## src/rtl/gpu_pkg.sv

```systemverilog
// Shared GPU definitions: core FSM state encodings, writeback source select codes and
// the fixed indices of the read-only special registers.
package gpu_pkg;

  localparam logic [2:0] CORE_IDLE    = 3'b000;
  localparam logic [2:0] CORE_FETCH   = 3'b001;
  localparam logic [2:0] CORE_DECODE  = 3'b010;
  localparam logic [2:0] CORE_REQUEST = 3'b011;
  localparam logic [2:0] CORE_WAIT    = 3'b100;
  localparam logic [2:0] CORE_EXECUTE = 3'b101;
  localparam logic [2:0] CORE_UPDATE  = 3'b110;
  localparam logic [2:0] CORE_DONE    = 3'b111;

  localparam logic [1:0] REG_SRC_ALU  = 2'b00;
  localparam logic [1:0] REG_SRC_LSU  = 2'b01;
  localparam logic [1:0] REG_SRC_IMM  = 2'b10;
  localparam logic [1:0] REG_SRC_RSVD = 2'b11;

  localparam int unsigned NUM_REGS = 16;

  localparam logic [3:0] REG_LAST_GP    = 4'd12;
  localparam logic [3:0] REG_BLOCK_IDX  = 4'd13;
  localparam logic [3:0] REG_BLOCK_DIM  = 4'd14;
  localparam logic [3:0] REG_THREAD_IDX = 4'd15;

endpackage

```

## src/rtl/thread_registers.sv

```systemverilog
// Per-thread 16-entry register file; R13..R15 hold %blockIdx, %blockDim, %threadIdx.
// Define REGFILE_PARITY_EN to store an even-parity bit per register with a sticky error flag.
module thread_registers
  import gpu_pkg::*;
#(
  parameter int unsigned THREADS_PER_BLOCK = 4,
  parameter int unsigned THREAD_ID         = 0,
  parameter int unsigned DATA_BITS         = 8
) (
  input  logic                 clk,
  input  logic                 reset,
  input  logic                 enable,
  input  logic [7:0]           block_id,
  input  logic [2:0]           core_state,
  input  logic [3:0]           decoded_rs_address,
  input  logic [3:0]           decoded_rt_address,
  input  logic [3:0]           decoded_rd_address,
  input  logic                 decoded_reg_write_enable,
  input  logic [1:0]           decoded_reg_input_mux,
  input  logic [DATA_BITS-1:0] decoded_immediate,
  input  logic [DATA_BITS-1:0] alu_out,
  input  logic [DATA_BITS-1:0] lsu_out,
  output logic [DATA_BITS-1:0] rs,
  output logic [DATA_BITS-1:0] rt,
  output logic                 parity_error
);

  localparam logic [DATA_BITS-1:0] BlockDimVal = DATA_BITS'(THREADS_PER_BLOCK);
  localparam logic [DATA_BITS-1:0] ThreadIdVal = DATA_BITS'(THREAD_ID);

  logic [DATA_BITS-1:0] reg_q [NUM_REGS];
  logic [DATA_BITS-1:0] rs_q, rt_q;
  logic [DATA_BITS-1:0] block_idx_d;
  logic [DATA_BITS-1:0] wr_data;
  logic                 wr_src_ok;
  logic                 wr_en;
  logic                 rd_en;

  assign block_idx_d = DATA_BITS'(block_id);
  assign rd_en       = (core_state == CORE_REQUEST);

  always_comb begin
    wr_data   = alu_out;
    wr_src_ok = 1'b1;
    case (decoded_reg_input_mux)
      REG_SRC_ALU: wr_data = alu_out;
      REG_SRC_LSU: wr_data = lsu_out;
      REG_SRC_IMM: wr_data = decoded_immediate;
      default:     wr_src_ok = 1'b0;
    endcase
    // Writes to the special registers are dropped silently
    wr_en = (core_state == CORE_UPDATE) && decoded_reg_write_enable && wr_src_ok &&
            (decoded_rd_address <= REG_LAST_GP);
  end

  always_ff @(posedge clk or negedge reset) begin
    if (!reset) begin
      for (int i = 0; i < NUM_REGS; i++) begin
        reg_q[i] <= '0;
      end
      reg_q[REG_BLOCK_DIM]  <= BlockDimVal;
      reg_q[REG_THREAD_IDX] <= ThreadIdVal;
      rs_q                  <= '0;
      rt_q                  <= '0;
    end else if (enable) begin
      reg_q[REG_BLOCK_IDX] <= block_idx_d;
      if (rd_en) begin
        rs_q <= reg_q[decoded_rs_address];
        rt_q <= reg_q[decoded_rt_address];
      end
      if (wr_en) begin
        reg_q[decoded_rd_address] <= wr_data;
      end
    end
  end

  assign rs = rs_q;
  assign rt = rt_q;

`ifdef REGFILE_PARITY_EN
  logic par_q [NUM_REGS];
  logic par_err_q;
  logic rs_bad, rt_bad;

  assign rs_bad = (^reg_q[decoded_rs_address]) != par_q[decoded_rs_address];
  assign rt_bad = (^reg_q[decoded_rt_address]) != par_q[decoded_rt_address];

  always_ff @(posedge clk or negedge reset) begin
    if (!reset) begin
      for (int i = 0; i < NUM_REGS; i++) begin
        par_q[i] <= 1'b0;
      end
      par_q[REG_BLOCK_DIM]  <= ^BlockDimVal;
      par_q[REG_THREAD_IDX] <= ^ThreadIdVal;
      par_err_q             <= 1'b0;
    end else if (enable) begin
      par_q[REG_BLOCK_IDX] <= ^block_idx_d;
      if (wr_en) begin
        par_q[decoded_rd_address] <= ^wr_data;
      end
      if (rd_en && (rs_bad || rt_bad)) begin
        par_err_q <= 1'b1;
      end
    end
  end

  assign parity_error = par_err_q;
`else
  assign parity_error = 1'b0;
`endif

endmodule

```

## config.mk

```make
export PLATFORM = sky130hd
export DESIGN_NAME = thread_registers
export DESIGN_NICKNAME = d
export VERILOG_FILES = /design/src/rtl/gpu_pkg.sv /design/src/rtl/thread_registers.sv
export SDC_FILE = /design/constraint.sdc
export NUM_CORES = 1
export LEC_CHECK = 0
export ABC_AREA = 1
export BUFFER_PORTS_ARGS = -buffer_cell sky130_fd_sc_hd__buf_4
export CELL_PAD_IN_SITES_DETAIL_PLACEMENT = 2
export CELL_PAD_IN_SITES_GLOBAL_PLACEMENT = 2
export CORE_AREA = 2 2 169 171
export DETAILED_ROUTE_END_ITERATION = 12
export DIE_AREA = 0 0 171 173
export GPL_ROUTABILITY_DRIVEN = 0
export PLACE_DENSITY_LB_ADDON = 0.1
export SYNTH_ARGS = -nofsm -noshare
export SYNTH_HDL_FRONTEND = slang
export SYNTH_SLANG_ARGS = --single-unit
```

## constraint.sdc

```tcl
create_clock -name clk -period 1.92 [get_ports clk]
set_input_delay 0.288 -clock clk [delete_from_list [all_inputs] [get_ports clk]]
set_output_delay 0.288 -clock clk [all_outputs]
set_load 0.05 [all_outputs]
```

==> key figures <==
Place
  – Place WS: -76.94 ps
  – DP HPWL: roughly 25 mm
  – Port-buffer cells: 68

Clock network
  – Cts hold-fix bufs: 1
  – CTS resizes: 0
  – H-tree depth: 4
  – Clock root buffer master: clkbuf_16
  – Clock latency on the worst-skew pair: 430 ps
  – Clk buf depth: 2
  – Setup bufs post-CTS: 0
  – CTS Sinks: about 140
  – TritonCTS clock tree: built
  – Clock buffer count from CTS: 17
  – Clk slew on worst S/H paths: 60 ps

Worst setup path
  – Critical path required time: around 2200 ps
  – Worst setup EP type: register
  – CP Launch Type: primary input
  – Critical-path maximum fanout: 16
  – Worst path arrival time: 1840 ps
  – Critical path type: primary input to register

Cells and area
  – Layout cells sized above 1: 0.1304
  – Commonest non-fill, non-tap cells in the layout: nand2_1, nand3_1, dfrtp_1
  – Most common cell after layout, fill and taps aside: nand2_1
  – Final Util: 0.3664
  – Nets@finish: roughly 1300
  – # diodes: 0
  – Area Growth Syn to Fin: 23.15%

Routing
  – Final wirelength: 35.27 mm
  – Antenna-violating nets left: 0
  – Iter 0 DRT Violations: ~570
  – Routed length per instance: around 21 microns
  – Drt drc: 0
  – Pre-antenna DRT Iters: 5
  – Routed vias/inst: 5.077
  – Via Count: approximately 8300

Global routing
  – Gr usage total: 0.2482
  – First-pass GRT wire length: 54.99 mm
  – Largest net degree at the start of global routing: between 50 and 60
  – Number of global-route vias before repair: 8904
  – GR Overflow Total: 0
  – Initial antenna violation count: 0

Logic synthesis
  – Sequential fraction of the synthesis area: 0.4385
  – #FFs+latches synth: 144
  – YS warnings: 0
  – Cells after Synth: roughly 1200
  – Synth Net Count: ~1300
  – Post-synth cell types: 23
  – Mean Syn Cell Area: 6.805 sq um
  – Area of the mapped netlist: ~8000 sq um

Floorplan
  – Die Wd: ~170 microns
  – Initial core utilization: 0.2975
  – IO Pins: 70
  – Row Count: between 60 and 70
  – Die area: between 20000 and 30000 sq um
  – Die height: 173 microns
  – Total core area: 27630 sq um

Job
  – Max_cap viols: 0

STA
  – Final period util: 0.8027
  – Final setup fails: 0
  – Setup Skew: approximately 10 ps
  – Slew Limit Fails: 0
  – Minimum clock period: 1541 ps
  – Fmax: around 650 MHz
  – RSZ-0062 raised after global routing: no
  – Final Hold Fails: 0
  – Final worst slack: ~380 ps

Pwr
  – Power density over the cells: between 800 and 900 nW/um^2
  – Max VDD drop: 0.6496 mV
  – Leakage: roughly 5 nW

Hold path
  – Hold Path Class: primary input to register

Status
  – Status: finished clean
==> cell families (layout without fill, tap and decap cells) <==
logic type,count (synthesis),in the layout,share of synthesized area
adder cells (fa/ha/maj),3,3,0.004567
buffers and inverters,237,294,0.1119
multiplexers,8,8,0.009742
AO/OA/AOI/OAI,120,120,0.07671
other,1,1,0.0004562
flip-flops,144,144,0.4385
AND/OR/NAND/NOR,695,695,0.3581
==> cells in the mapped netlist (all sizes together) <==
library cell,instances,area share
dfrtp,143,0.44
nand3,225,0.14
conb,1,0.00046
inv,144,0.066
mux2i,8,0.0097
dfstp,1,0.0032
clkbuf,72,0.033
nand2,451,0.21
buf,21,0.013
o21ai,112,0.068
nand3b,1,0.0014
ha,3,0.0046
nor3,2,0.0032
a22o,8,0.0085
or2,1,0.00076
nor2,15,0.0068
==> worst paths after layout <==
| kind | depth (start not counted) | slack [ps] | endpoint | startpoint |
|---|---|---|---|---|
| max | 9 | 380 | reg_q[30] | decoded_reg_input_mux[0] |
| min | 3 | 70 | reg_q[20] | block_id[4] |
| max reg2reg | 8 | 540 | rs[3] | reg_q[35] |
| min in group asynchronous | 2 | 340 | reg_q[82] | reset |
| min reg2reg | 0 | 370 | reg_q[10] | reg_q[10] |
| max in group asynchronous | 3 | 960 | reg_q[10] | reset |
==> state kept, by name (all words and copies together), names as in the netlist <==
name   cells
rt         8
rs         8
reg_q    128
==> through the flow <==
| stage | std cells | area, sq um | total power [W] | TNS, ps | hold WS, ps |
|---|---|---|---|---|---|
| 5_1_grt | 1643 | 10120 | 0.009134 | 0 | 84.57 |
| 2_1_floorplan | 1208 | 8220 | 0.004197 | 0 | -7.591 |
| 3_3_place_gp | 1613 | 9469 | 0.005016 | -245.4 | 202.5 |
| 4_1_cts | 1643 | 10120 | 0.008861 | 0 | 55.58 |
| 6_report | 1643 | 10120 | 0.008773 | 0 | 66.35 |
| 3_5_place_dp | 1613 | 9469 | 0.005050 | -419.0 | 208.6 |
==> power breakdown <==
group	leakage (nW)	internal, W	switching (W)
clock	0.312	0.00241	0.00136
sequential	1.97	0.00318	0.0000762
combinational	2.86	0.000569	0.00118
==> area by class of cell <==
cell class / count / area, sq um
inverter: 144 / 540.5
clock inverter: 11 / 215.2
multi-input combinational: 827 / 3696
timing repair buffer: 121 / 1165
clock buffer: 18 / 429.2
tap: 378 / 473.0
fill: 3282 / 17510
sequential: 144 / 3605
==> critical path, cell delays in order <==
cell,delay [ps]
buf_4,120
ha_1,190
nor2_1,100
nand3_1,180
nor3_4,210
buf_12,170
nand3b_2,320
nand2_1,180
o21ai_1,70
==> layer usage <==
metal,global-route usage,vias up,share of wire
met5,0,-,0
met4,0.09251,0,0.030
met3,0.03090,52,0.038
met2,0.3814,198,0.45
met1,0.3554,4217,0.48
li1,-,3874,-
Note: power is estimated with default switching activity, not from simulation.
